===== config.mk =====
export PLATFORM = sky130hd
export DESIGN_NAME = decypher
export DESIGN_NICKNAME = d
export VERILOG_FILES = /design/src/rtl/decypher_pkg.sv /design/src/rtl/decypher_block_xor.sv /design/src/rtl/decypher.sv
export SDC_FILE = /design/constraint.sdc
export NUM_CORES = 1
export LEC_CHECK = 0
export CORE_UTILIZATION = 40
export CTS_CLUSTER_SIZE = 28
export DETAILED_ROUTE_END_ITERATION = 12
export MAX_ROUTING_LAYER = met4
export PLACE_DENSITY = 0.69
export SLEW_MARGIN = 25
export SYNTH_ARGS = -nofsm -noshare
export SYNTH_HDL_FRONTEND = slang
export SYNTH_SLANG_ARGS = --single-unit

===== constraint.sdc =====
create_clock -name clk -period 1.98 [get_ports clk]
set_input_delay 0.198 -clock clk [delete_from_list [all_inputs] [get_ports clk]]
set_output_delay 0.198 -clock clk [all_outputs]
set_load 0.005 [all_outputs]

===== src/rtl/decypher_pkg.sv =====
// Shared definitions for the decypher OTP decryption engine: default sizes,
// FSM state encoding and the block-counter width helper.
package decypher_pkg;

   localparam int unsigned MsgSizeDefault = 32;
   localparam int unsigned KeySizeDefault = 8;

   typedef enum logic [1:0] {
      DcIdle = 2'd0,
      DcRun  = 2'd1,
      DcDone = 2'd2
   } dc_state_e;

   // Counter needs at least one bit even for a single-block message.
   function automatic int unsigned cnt_width(input int unsigned n);
      return (n > 1) ? $clog2(n) : 1;
   endfunction

endpackage


===== src/rtl/decypher_block_xor.sv =====
// Combinational pad application: one ciphertext block XOR one key block.
module decypher_block_xor #(
   parameter int unsigned KEY_SIZE = 8
) (
   input  logic [KEY_SIZE-1:0] blk_i,
   input  logic [KEY_SIZE-1:0] key_i,
   output logic [KEY_SIZE-1:0] res_o
);

   assign res_o = blk_i ^ key_i;

endmodule


===== src/rtl/decypher.sv =====
// One-time-pad decryptor: consumes the ciphertext MSB block first, one key
// block per RUN cycle, and assembles the plaintext into the out register.
module decypher
   import decypher_pkg::*;
#(
   parameter int unsigned MSG_SIZE   = MsgSizeDefault,
   parameter int unsigned KEY_SIZE   = KeySizeDefault,
   parameter int unsigned NUM_BLOCKS = MSG_SIZE / KEY_SIZE
) (
   input  logic                clk,
   input  logic                rst_n,
   input  logic                start,
   input  logic [MSG_SIZE-1:0] cipher,
   input  logic [KEY_SIZE-1:0] key,
   output logic                key_ready,
   output logic                busy,
   output logic                done,
   output logic [MSG_SIZE-1:0] out
);

   localparam int unsigned CntW = cnt_width(NUM_BLOCKS);
   localparam logic [CntW-1:0] LastBlk = CntW'(NUM_BLOCKS - 1);

   dc_state_e           state_q;
   logic [MSG_SIZE-1:0] shreg_q;
   logic [MSG_SIZE-1:0] out_q;
   logic [CntW-1:0]     cnt_q;
   logic                busy_q;
   logic                done_q;
   logic [KEY_SIZE-1:0] blk;

   decypher_block_xor #(
      .KEY_SIZE(KEY_SIZE)
   ) u_block_xor (
      .blk_i(shreg_q[MSG_SIZE-1 -: KEY_SIZE]),
      .key_i(key),
      .res_o(blk)
   );

   always_ff @(posedge clk or negedge rst_n) begin
      if (!rst_n) begin
         state_q <= DcIdle;
         shreg_q <= '0;
         out_q   <= '0;
         cnt_q   <= '0;
         busy_q  <= 1'b0;
         done_q  <= 1'b0;
      end else begin
         done_q <= 1'b0;
         case (state_q)
            DcIdle, DcDone: begin
               // DONE with start behaves as IDLE with start: back-to-back messages.
               if (start) begin
                  shreg_q <= cipher;
                  out_q   <= '0;
                  cnt_q   <= '0;
                  busy_q  <= 1'b1;
                  state_q <= DcRun;
               end else begin
                  busy_q  <= 1'b0;
                  state_q <= DcIdle;
               end
            end
            DcRun: begin
               out_q   <= (out_q << KEY_SIZE) | MSG_SIZE'(blk);
               shreg_q <= shreg_q << KEY_SIZE;
               cnt_q   <= cnt_q + CntW'(1);
               if (cnt_q == LastBlk) begin
                  busy_q  <= 1'b0;
                  done_q  <= 1'b1;
                  state_q <= DcDone;
               end
            end
            default: begin
               busy_q  <= 1'b0;
               state_q <= DcIdle;
            end
         endcase
      end
   end

   assign busy      = busy_q;
   assign key_ready = busy_q;
   assign done      = done_q;
   assign out       = out_q;

endmodule


==> impl_results.html <==
<table>
<tr><th>Metric</th><th>Value</th></tr>
<tr><th colspan="2">Critical path</th></tr>
<tr><td>Slack of the worst reg-to-reg path</td><td>330 ps</td></tr>
<tr><td>Largest driver fanout on the critical path</td><td>31</td></tr>
<tr><td>Worst Setup End Kind</td><td>flop</td></tr>
<tr><td>Worst setup path category</td><td>reg2reg</td></tr>
<tr><td>Data required time at the worst endpoint</td><td>2250 ps</td></tr>
<tr><td>Critical Path AT</td><td>1920 ps</td></tr>
<tr><td>Slowest cell on the critical path</td><td>sky130_fd_sc_hd__nor2_4</td></tr>
<tr><td>Crit-path cells</td><td>buf_4, nor2b_2, nor2_4, a22o_1</td></tr>
<tr><td>Buffering stage count on the worst path with inverters included</td><td>1</td></tr>
<tr><td>Reg2Reg Depth</td><td>4</td></tr>
<tr><td>Family of cells with the greatest summed delay on the critical path</td><td>simple AND/OR/NAND/NOR gates</td></tr>
<tr><td>Delay contributed by the slowest stage of the critical path</td><td>580 ps</td></tr>
<tr><td>Worst r2r dst</td><td>out[5]$_DFFE_PN0P_</td></tr>
<tr><td>Type of element launching the critical path</td><td>flop</td></tr>
<tr><td>Critical register-to-register path startpoint</td><td>state_q[0]$_DFFE_PN0P_</td></tr>
<tr><th colspan="2">CTS</th></tr>
<tr><td>Post-CTS setup-driven buffer insertion count</td><td>0</td></tr>
<tr><td>Register clock-pin slew on the reported worst setup and hold paths</td><td>70 ps</td></tr>
<tr><td>Number of sinks handled by clock tree synthesis</td><td>70</td></tr>
<tr><td>Number of H-tree branching levels</td><td>3</td></tr>
<tr><td>CTS Buf Count</td><td>9</td></tr>
<tr><td>Insertion delay of the later-clocked pin in the worst-skew pair</td><td>330 ps</td></tr>
<tr><td>TritonCTS clock tree</td><td>done</td></tr>
<tr><td>Root Buffer</td><td>sky130_fd_sc_hd__clkbuf_8</td></tr>
<tr><td>Maximum buffer depth of the clock tree</td><td>2</td></tr>
<tr><td>Cells resized by post-CTS repair</td><td>0</td></tr>
<tr><td>Number of hold buffers added after cts</td><td>1</td></tr>
<tr><th colspan="2">Final layout</th></tr>
<tr><td>Top library cells by usage in the layout, fill and taps aside</td><td>sky130_fd_sc_hd__clkdlybuf4s50_1, sky130_fd_sc_hd__dfrtp_1, sky130_fd_sc_hd__a22o_1</td></tr>
<tr><td>Final standard cell area without fillers</td><td>4030 µm²</td></tr>
<tr><td>Post-layout nets</td><td>364</td></tr>
<tr><td>Area added between synthesis and finish</td><td>35.6%</td></tr>
<tr><td>Fraction of layout instances using a drive strength above 1</td><td>0.108</td></tr>
<tr><td>N_diodes</td><td>0</td></tr>
<tr><td>Fin cells</td><td>424</td></tr>
<tr><td>Most common cell after layout, fill and taps aside</td><td>sky130_fd_sc_hd__clkdlybuf4s50_1</td></tr>
<tr><th colspan="2">Floorplan</th></tr>
<tr><td>Overall die area</td><td>7770 µm²</td></tr>
<tr><td>Io pins</td><td>78</td></tr>
<tr><td>Die Y-Extent</td><td>88.2 µm</td></tr>
<tr><td>Core Region</td><td>7210 µm²</td></tr>
<tr><td>Effective utilization at floorplan</td><td>0.412</td></tr>
<tr><td>Number of core rows</td><td>31</td></tr>
<tr><td>Die outline width</td><td>88.2 µm</td></tr>
<tr><th colspan="2">Power</th></tr>
<tr><td>Worst vdd rail ir drop</td><td>0.629 mV</td></tr>
<tr><td>Switching component of the power</td><td>2.21 mW</td></tr>
<tr><td>Standby leakage power</td><td>1.73 nW</td></tr>
<tr><td>Power density normalized to cell area</td><td>1610 nW/µm²</td></tr>
<tr><td>Relative contribution of the clock network to total power</td><td>0.179</td></tr>
<tr><td>Internal power component</td><td>4.27 mW</td></tr>
<tr><td>Combinational cell fraction of total power</td><td>0.420</td></tr>
<tr><td>Power share of the sequential group</td><td>0.402</td></tr>
<tr><td>Switching portion of total power</td><td>0.341</td></tr>
<tr><td>Power after layout</td><td>6.48 mW</td></tr>
<tr><th colspan="2">STA</th></tr>
<tr><td>Clock Skews</td><td>5.84 ps</td></tr>
<tr><td>Max Freq</td><td>0.605 GHz</td></tr>
<tr><td>Summed negative setup slack over all endpoints</td><td>0 ps</td></tr>
<tr><td>Final Cycle Share</td><td>0.835</td></tr>
<tr><td>Tightest slew margin relative to the limit</td><td>0.498</td></tr>
<tr><td>Final hold vios</td><td>0</td></tr>
<tr><td>Number of endpoints failing setup at the final stage</td><td>0</td></tr>
<tr><td>Worst Tran Pin Value</td><td>752 ps</td></tr>
<tr><td>Final max-slew violation count</td><td>0</td></tr>
<tr><td>Unrepaired setup endpoints after global routing</td><td>no</td></tr>
<tr><td>Shortest period the worst path allows</td><td>1650 ps</td></tr>
<tr><th colspan="2">Place</th></tr>
<tr><td>Half-perimeter wire length of the detailed placement result</td><td>4480 µm</td></tr>
<tr><td>Final weighted congestion of routability-driven global placement</td><td>0.736</td></tr>
<tr><td>Cell area after placement</td><td>3820 µm²</td></tr>
<tr><td>Instance count after placement with tap cells included</td><td>407</td></tr>
<tr><td>Count of input and output buffers</td><td>77</td></tr>
<tr><th colspan="2">Outcome</th></tr>
<tr><td>Outcome</td><td>finished, final reports clean</td></tr>
<tr><th colspan="2">GRT</th></tr>
<tr><td>Total congestion overflow after global routing</td><td>0</td></tr>
<tr><td>All-layer global routing usage</td><td>0.190</td></tr>
<tr><td>Pin count of the biggest net entering global routing</td><td>45</td></tr>
<tr><td>Number of antenna violations at the first check in global routing</td><td>0</td></tr>
<tr><td>Met3 Use GR</td><td>0.0405</td></tr>
<tr><td>Busiest grt layer</td><td>met1</td></tr>
<tr><td>Met2 track demand over resource</td><td>0.264</td></tr>
<tr><td>Wire length of the first global-routing pass</td><td>10800 µm</td></tr>
<tr><td>Met1 GRT Util</td><td>0.268</td></tr>
<tr><td>Number of global-route vias before repair</td><td>2193</td></tr>
<tr><th colspan="2">Synth</th></tr>
<tr><td>Number of register bits inferred by synthesis</td><td>70</td></tr>
<tr><td>Post-Syn Area per Cell</td><td>12.2 µm²</td></tr>
<tr><td>Number of warning messages in the yosys log</td><td>0</td></tr>
<tr><td>Syn Nets</td><td>287</td></tr>
<tr><td>Mapped cell area</td><td>2970 µm²</td></tr>
<tr><td>Number of library cell types mapped by synthesis</td><td>28</td></tr>
<tr><td>Share of synthesized area occupied by flip-flops and latches</td><td>0.590</td></tr>
<tr><td>Gate Count Post-Synth</td><td>243</td></tr>
<tr><th colspan="2">Detailed routing</th></tr>
<tr><td>1st-iter DRT viols</td><td>96</td></tr>
<tr><td>Via count</td><td>2222</td></tr>
<tr><td>Detailed-route DRC error count</td><td>0</td></tr>
<tr><td>Count of TritonRoute iterations in the first routing pass</td><td>4</td></tr>
<tr><td>Wirelength per Cell</td><td>15.6 µm</td></tr>
<tr><td>Overall routed net length</td><td>6630 µm</td></tr>
<tr><td>Antenna Violating Nets Remaining</td><td>0</td></tr>
<tr><td>Mean number of vias per cell</td><td>5.24</td></tr>
<tr><th colspan="2">Hold path</th></tr>
<tr><td>HP Class</td><td>in2async</td></tr>
<tr><th colspan="2">Run</th></tr>
<tr><td>MaxCap Viol Count</td><td>0</td></tr>
</table>
[routing by layer]
layer | up-vias | routed length [µm]
met1 | 1093 | 3210
met5 | - | 0
li1 | 1048 | -
met3 | 7 | 381
met2 | 74 | 2950
met4 | 0 | 87
[worst max-delay path by stage]
stage                                start  cells past startpoint  slack (ps)                  end
floorplan           state_q[1]$_DFFE_PN0P_                      4         710  out[26]$_DFFE_PN0P_
global placement                     start                      4         280  out[23]$_DFFE_PN0P_
detailed placement                   start                      4         280   out[5]$_DFFE_PN0P_
CTS                 state_q[0]$_DFFE_PN0P_                      4         320   out[5]$_DFFE_PN0P_
global route        state_q[0]$_DFFE_PN0P_                      4         210   out[6]$_DFFE_PN0P_
finish              state_q[0]$_DFFE_PN0P_                      4         330   out[5]$_DFFE_PN0P_
[power groups by stage]
stage	combinational, mW	sequential, mW	clock [mW]
finish	2.72	2.60	1.16
global route	3.00	2.69	1.26
CTS	2.75	2.60	1.19
detailed placement	2.74	2.63	0
global placement	2.65	2.61	0
floorplan	1.81	2.49	0
[synthesized netlist by cell type (all sizes together)]
master | instances | area share
mux2 | 10 | 0.038
nor3 | 18 | 0.030
o22ai | 18 | 0.038
dfrtp | 70 | 0.59
inv | 1 | 0.0013
nand2b | 2 | 0.0042
o21ai | 1 | 0.0017
nor2 | 20 | 0.028
clkbuf | 3 | 0.0038
a211oi | 5 | 0.013
a21oi | 5 | 0.0084
a22o | 42 | 0.12
nand3 | 1 | 0.0017
xor2 | 8 | 0.024
nor2b | 7 | 0.017
nand2 | 1 | 0.0013
and2 | 2 | 0.0042
buf | 20 | 0.043
xnor2 | 1 | 0.0029
ha | 1 | 0.0042
o31ai | 1 | 0.0025
mux2i | 5 | 0.017
a22oi | 1 | 0.0025
[worst register-to-register path, delay by kind of cell (launching register included)]
kind | cells | cell delay [ps]
AND/OR/NAND/NOR | 2 | 650
buffers and inverters | 1 | 210
AO/OA/AOI/OAI | 1 | 270
flip-flops | 1 | 470
[area by class of cell]
class / instances / area, µm²
Clock buffer: 13 / 159
Clock inverter: 3 / 42.5
Fill cell: 619 / 3190
Inverter: 1 / 3.75
Multi-Input combinational cell: 149 / 1080
Sequential cell: 70 / 1750
Tap cell: 99 / 124
Timing Repair Buffer: 89 / 871
[cell families (layout without fill, tap and decap cells)]
| kind of cell | count (synthesis) | after routing | synth area share |
|---|---|---|---|
| buf+inv | 24 | 106 | 0.0484 |
| flops | 70 | 70 | 0.590 |
| fa+ha+maj | 1 | 1 | 0.00421 |
| simple gates | 51 | 51 | 0.0868 |
| mux | 15 | 15 | 0.0548 |
| compound gates | 73 | 73 | 0.190 |
| xor+xnor | 9 | 9 | 0.0265 |
[stage by stage]
stage                     hold WS, ps   util  setup slack [ps]
after floorplan                 -97.6      -               706
after global placement            230  0.529               284
after detailed placement          234  0.529               277
after CTS                         425  0.558               322
after global routing              454  0.558               214
final                             409  0.558               327
[registers in the layout (all words and copies together), names as in the netlist]
| register | cells |
|---|---|
| shreg_q | 32 |
| done | 1 |
| state_q | 2 |
| busy | 1 |
| cnt_q | 2 |
| out | 32 |
Power figures use the tool's default switching activity.
